===== config.mk =====
export PLATFORM = sky130hd
export DESIGN_NAME = crc32_attach
export DESIGN_NICKNAME = d
export VERILOG_FILES = /design/src/rtl/crc_attach_pkg.sv /design/src/rtl/axis_skid_buf2.sv /design/src/rtl/crc32_attach.sv
export SDC_FILE = /design/constraint.sdc
export NUM_CORES = 2
export LEC_CHECK = 0
export CAP_MARGIN = 40
export CORE_AREA = 2 2 650 652
export DETAILED_ROUTE_END_ITERATION = 8
export DIE_AREA = 0 0 652 654
export PLACE_DENSITY = 0.3
export SYNTH_ARGS = -nofsm -noshare
export SYNTH_HDL_FRONTEND = slang
export SYNTH_SLANG_ARGS = --single-unit
export TNS_END_PERCENT = 100

===== constraint.sdc =====
create_clock -name clk -period 9.4 [get_ports clk]
set_input_delay 1.88 -clock clk [delete_from_list [all_inputs] [get_ports clk]]
set_output_delay 1.88 -clock clk [all_outputs]
set_load 0.05 [all_outputs]

===== src/rtl/crc_attach_pkg.sv =====
// Shared beat record for the CRC attach stage and its skid buffer.
// Field widths are the ceilings; narrower instances zero-extend into them.
package crc_attach_pkg;

  localparam int MAX_DATA_WIDTH = 512;
  localparam int MAX_MTY_BITS   = 6;
  localparam int MAX_CRC_WIDTH  = 32;
  localparam int MAX_LEN_WIDTH  = 16;
  localparam int BEAT_BYTES     = MAX_DATA_WIDTH / 8;

  typedef struct packed {
    logic [MAX_DATA_WIDTH-1:0] data;
    logic [MAX_MTY_BITS-1:0]   mty;
    logic                      tlast;
    logic [MAX_CRC_WIDTH-1:0]  crc;
    logic [MAX_LEN_WIDTH-1:0]  len;
    logic                      ovf;
  } beat_t;

endpackage


===== src/rtl/axis_skid_buf2.sv =====
// Two-entry valid/ready skid buffer, 1-cycle latency, full throughput.
// s_rdy is registered (~skid full) so upstream never sees a combinational path from m_rdy.
module axis_skid_buf2
  import crc_attach_pkg::*;
#(
  parameter type T = beat_t
) (
  input  logic clk,
  input  logic rst,
  input  logic s_vld,
  output logic s_rdy,
  input  T     s_dat,
  output logic m_vld,
  input  logic m_rdy,
  output T     m_dat
);

  T     main_q, main_d;
  T     skid_q, skid_d;
  logic main_vld_q, main_vld_d;
  logic skid_vld_q, skid_vld_d;
  logic rdy_q;
  logic acc;
  logic main_free;

  assign acc       = s_vld & rdy_q;
  assign main_free = ~main_vld_q | m_rdy;

  always_comb begin
    main_d     = main_q;
    skid_d     = skid_q;
    main_vld_d = main_vld_q;
    skid_vld_d = skid_vld_q;
    if (main_free) begin
      // Skid always drains first so beat order is preserved.
      if (skid_vld_q) begin
        main_d     = skid_q;
        main_vld_d = 1'b1;
        skid_vld_d = acc;
        if (acc) skid_d = s_dat;
      end else begin
        main_vld_d = acc;
        if (acc) main_d = s_dat;
      end
    end else if (acc) begin
      skid_d     = s_dat;
      skid_vld_d = 1'b1;
    end
  end

  always_ff @(posedge clk) begin
    if (rst) begin
      main_q     <= '0;
      skid_q     <= '0;
      main_vld_q <= 1'b0;
      skid_vld_q <= 1'b0;
      rdy_q      <= 1'b0;
    end else begin
      main_q     <= main_d;
      skid_q     <= skid_d;
      main_vld_q <= main_vld_d;
      skid_vld_q <= skid_vld_d;
      rdy_q      <= ~skid_vld_d;
    end
  end

  assign s_rdy = rdy_q;
  assign m_vld = main_vld_q;
  assign m_dat = main_q;

endmodule


===== src/rtl/crc32_attach.sv =====
// Feeds accepted beats to the CRC generator, attaches CRC/length on tlast; 1-cycle latency.
// Backpressure absorbed by a 2-entry skid buffer; s_ready is registered.
module crc32_attach
  import crc_attach_pkg::*;
#(
  parameter int DATA_WIDTH = 512,
  parameter int CRC_WIDTH  = 32,
  parameter int MTY_BITS   = $clog2(DATA_WIDTH / 8),
  parameter int LEN_WIDTH  = 16
) (
  input  logic                  clk,
  input  logic                  rst,
  input  logic [DATA_WIDTH-1:0] s_data,
  input  logic [MTY_BITS-1:0]   s_mty,
  input  logic                  s_tlast,
  input  logic                  s_valid,
  output logic                  s_ready,
  output logic                  crc_vld,
  output logic [DATA_WIDTH-1:0] crc_data,
  output logic                  crc_tlast,
  output logic [MTY_BITS-1:0]   crc_mty,
  input  logic [CRC_WIDTH-1:0]  crc_in,
  output logic [DATA_WIDTH-1:0] m_data,
  output logic [MTY_BITS-1:0]   m_mty,
  output logic                  m_tlast,
  output logic [CRC_WIDTH-1:0]  m_crc,
  output logic [LEN_WIDTH-1:0]  m_len,
  output logic                  m_len_ovf,
  output logic                  m_valid,
  input  logic                  m_ready,
  output logic [31:0]           pkt_cnt
);

  localparam int BYTES = DATA_WIDTH / 8;
  // Wide enough to hold a saturated length plus one full beat without wrapping.
  localparam int SUM_W = LEN_WIDTH + $clog2(BYTES + 1);
  localparam logic [SUM_W-1:0] LEN_MAX = SUM_W'({LEN_WIDTH{1'b1}});

  logic                 acc;
  logic [SUM_W-1:0]     beat_bytes;
  logic [SUM_W-1:0]     len_sum;
  logic                 sum_ovf;
  logic [LEN_WIDTH-1:0] len_sat;
  logic                 ovf_next;
  logic [LEN_WIDTH-1:0] len_acc;
  logic                 len_ovf;
  beat_t                in_beat;
  beat_t                out_beat;

  assign acc       = s_valid & s_ready;
  assign crc_vld   = acc;
  assign crc_data  = s_data;
  assign crc_tlast = s_tlast;
  assign crc_mty   = s_mty;

  always_comb begin
    beat_bytes = s_tlast ? (SUM_W'(BYTES) - SUM_W'(s_mty)) : SUM_W'(BYTES);
    len_sum    = SUM_W'(len_acc) + beat_bytes;
    sum_ovf    = len_sum > LEN_MAX;
    len_sat    = sum_ovf ? {LEN_WIDTH{1'b1}} : len_sum[LEN_WIDTH-1:0];
    ovf_next   = len_ovf | sum_ovf;
  end

  always_ff @(posedge clk) begin
    if (rst) begin
      len_acc <= '0;
      len_ovf <= 1'b0;
    end else if (acc) begin
      if (s_tlast) begin
        len_acc <= '0;
        len_ovf <= 1'b0;
      end else begin
        len_acc <= len_sat;
        len_ovf <= ovf_next;
      end
    end
  end

  // CRC, length and overflow ride only on the last beat; other beats carry zeros.
  always_comb begin
    in_beat       = '0;
    in_beat.data  = MAX_DATA_WIDTH'(s_data);
    in_beat.mty   = MAX_MTY_BITS'(s_mty);
    in_beat.tlast = s_tlast;
    if (s_tlast) begin
      in_beat.crc = MAX_CRC_WIDTH'(crc_in);
      in_beat.len = MAX_LEN_WIDTH'(len_sat);
      in_beat.ovf = ovf_next;
    end
  end

  axis_skid_buf2 #(
    .T(beat_t)
  ) u_skid (
    .clk   (clk),
    .rst   (rst),
    .s_vld (s_valid),
    .s_rdy (s_ready),
    .s_dat (in_beat),
    .m_vld (m_valid),
    .m_rdy (m_ready),
    .m_dat (out_beat)
  );

  assign m_data    = out_beat.data[DATA_WIDTH-1:0];
  assign m_mty     = out_beat.mty[MTY_BITS-1:0];
  assign m_tlast   = out_beat.tlast;
  assign m_crc     = out_beat.crc[CRC_WIDTH-1:0];
  assign m_len     = out_beat.len[LEN_WIDTH-1:0];
  assign m_len_ovf = out_beat.ovf;

  always_ff @(posedge clk) begin
    if (rst) begin
      pkt_cnt <= '0;
    end else if (m_valid & m_ready & m_tlast) begin
      pkt_cnt <= pkt_cnt + 32'd1;
    end
  end

endmodule


==> impl_metrics.ini <==
[synth]
synthXorXnorAreaFrac_pct = 0.5708
synth_nets = 6514
synth_top_area_share_pct = 46.97
netlist_instances = 5949
ys_types = 52
synth_common_cells = 1,188 x dfxtp_1, 1,140 x nand2_1, 668 x nor2_1
synth-compound-area-share_pct = 15.34
synthArstFlopShare_pct = 0
syn-cell-area_um2 = 50630
ys_seq_elements = 1188
yosysTopAreaCell = dfxtp_1
yosys_most_used_dff = dfxtp_1
post-synth-top-count-cell = dfxtp_1
synth-edff-count = 0
synthSimpleGateAreaFrac_pct = 15.18
synth_top_family_by_area = compound AO/OA/AOI/OAI gates
synth-adder-area-share_pct = 0.2619
ys_warn_count = 0
avgSynthCellArea_um2 = 8.511
synthMuxAreaShare_pct = 10.28
ys_seq_area_share_pct = 46.97
synthTopCellsByArea = dfxtp_1 47%, mux2i_1 10%, nand2_1 8.5%, a211oi_1 8.3%, buf_4 7.7%

[worst_setup_path]
crit_path_frequent_cell = clkdlybuf4s50_1
worstRegToRegCells = 7
critical_path.max_fanout = 16
required_ns = 7.52
r2r-start = u_skid.skid_vld_q
worst-setup-path-type = primary input to output pin
slowest_stage = clkdlybuf4s50_1
reg2reg_to = u_skid.skid_q[403]
critPathLaunchType = primary input
max_stage_delay_ns = 0.98
path_cells = clkdlybuf4s50_1 -> nand2_1 -> inv_1 -> clkdlybuf4s50_1
r2r_slack_ns = 5.33
cp.arrival_ns = 4.57
endpoint_kind = output pin

[global_route]
antenna_found_initial = 218
grt.met1_usage_pct = 15.34
grt_pass1_wl_um = 428100
overflow = 0
grt_use_total_pct = 14.75
grt_max_degree = 190
grt_util_met2_pct = 25.71
grtUsageMet3_pct = 7.199
grt_pass1_vias = 43921
busiest_layer = met2

[clock_tree]
clk_pin_slew_ns = 0.05
cts_buffers = 165
clock-sinks = 1188
cts_tree = yes
postCtsSetupRepairBufs = 0
cts.path.max_buffers = 4
root_buffer = clkbuf_16
htreeDepth = 4
cts-resized-gates = 0
ctsHoldBuffers = 0
clock_insertion_delay_worst_skew_ns = 0.85

[power]
vdd_drop_max_mv = 0.1391
p_per_area_nw_per_um2 = 194.3
p_leak_nw = 23.54
finalPower_mw = 14.59

[route]
first_pass_iters = 5
final_antenna_net_count = 0
drc_errors = 0
vias = 46180
wl_per_cell_um = 26.25
drt_iter0_drc = 2671
routed_via_density = 3.665
finalWirelength_um = 330700

[floorplan]
dieHeight_um = 654
num_rows = 238
fp.dieW_um = 652
fp.coreArea_um2 = 419300
die_area_um2 = 426400
initial_core_util_pct = 12.08
ioPinCount = 1677

[final_layout]
fillCellCount = 46699
nets = 7454
area_delta_synth_final_pct = 48.30
seqCellArea_um2 = 23790
final_layout_size_suffix_gt1_share_pct = 4.892
multi_input_area_um2 = 21120

[flow_run]
cap_violations = 0

[placement]
dp_hpwl_um = 257000
place.gp.congestion = 0.8302
io_buffers = 1676

[worst_hold_path]
worstHoldEndpoint = u_skid.skid_q[10]
whs_path_depth = 2
hold_class = flip-flop to flip-flop
holdCritStartpoint = u_skid.skid_q[10]

[sta]
whs_ns = 0.4477
clock_skew_ns = 0.03267
timing.slew.headroom_pct = 26.87
rsz0062_at_grt = no
report.final.setup_viol = 0
fin_tns_setup_ns = 0
worst_pin_slew_ns = 1.097
fmax_mhz = 155.1
drv_slew = 0
period_needed_ns = 6.447
post-route-period-util_pct = 68.59
hold_viol_final = 0

[outcome]
status = finished, final reports clean
[critical path: cells and delay by family]
kind | cells | cell delay, ns
AND/OR/NAND/NOR | 1 | 0.45
buffers and inverters | 3 | 2.22
[layer usage]
metal / part of all wire [%] / vias to the layer above
met5: 0.18 / -
met4: 4.2 / 86
met3: 11 / 613
met2: 49 / 1649
met1: 36 / 22043
li1: - / 21789
[report_power, final]
group,switching (mW),internal (mW),total [mW]
registers,0.115,5.24,5.36
logic,2.00,0.907,2.91
clock network,2.61,3.71,6.32
total,4.73,9.86,14.6
[worst max path at each step]
stage | from | endpoint | cells after the start
after floorplan | s_tlast | u_skid.m_dat[9] | 11
after global placement | s_valid | crc_vld | 4
after detailed placement | s_valid | crc_vld | 4
after CTS | s_valid | crc_vld | 4
after global routing | s_valid | crc_vld | 4
final | s_valid | crc_vld | 4
[state kept, by name, indices dropped and copies added (netlist names)]
| register | count |
|---|---|
| len_acc | 16 |
| len_ovf | 1 |
| pkt_cnt | 32 |
| u_skid.m_dat | 568 |
| u_skid.m_vld | 1 |
| u_skid.s_rdy | 1 |
| u_skid.skid_q | 568 |
| u_skid.skid_vld_q | 1 |
[metrics by stage]
stage	util, %	setup WS, ns	instances	area, um^2
6_report	17.91	2.953	12599	75090
5_1_grt	17.89	2.875	12567	75010
4_1_cts	17.87	2.899	12531	74920
3_5_place_dp	16.62	2.896	12242	69670
3_3_place_gp	16.57	2.904	12231	69480
2_1_floorplan	-	4.691	5949	50630
[cells by family after synthesis]
group                    count (synthesis)
adder cells (fa/ha/maj)                 10
AND/OR/NAND/NOR                       1966
flip-flops                            1188
AO/OA/AOI/OAI                         1234
multiplexers                           520
buffers and inverters                  998
XOR/XNOR                                33
[cell usage in the layout, fill, tap and decap left out, drive strengths merged, types with 8 or more instances in the layout]
cell	instances
xnor2	14
dfxtp	1188
clkinv	24
mux2i	520
nor2	668
buf	89
xor2	19
inv	19
a21oi	584
o21ai	28
nor3	52
clkbuf	250
nand4	11
clkdlybuf4s50	1670
a221oi	8
or3	10
nand3	46
nand2	1140
a211oi	564
diode	68
ha	9
a22oi	14
[final cells by class]
| class | instances | share of cell area [%] |
|---|---|---|
| tap | 5520 | 9.198 |
| timing repair buffer | 1759 | 23.72 |
| clock buffer | 250 | 6.447 |
| antenna | 68 | 0.2266 |
| inverter | 12 | 0.05999 |
| multi-input combinational | 3763 | 28.13 |
| clock inverter | 39 | 0.5465 |
| sequential | 1188 | 31.68 |
No activity file was read; power rests on OpenSTA's default activity.
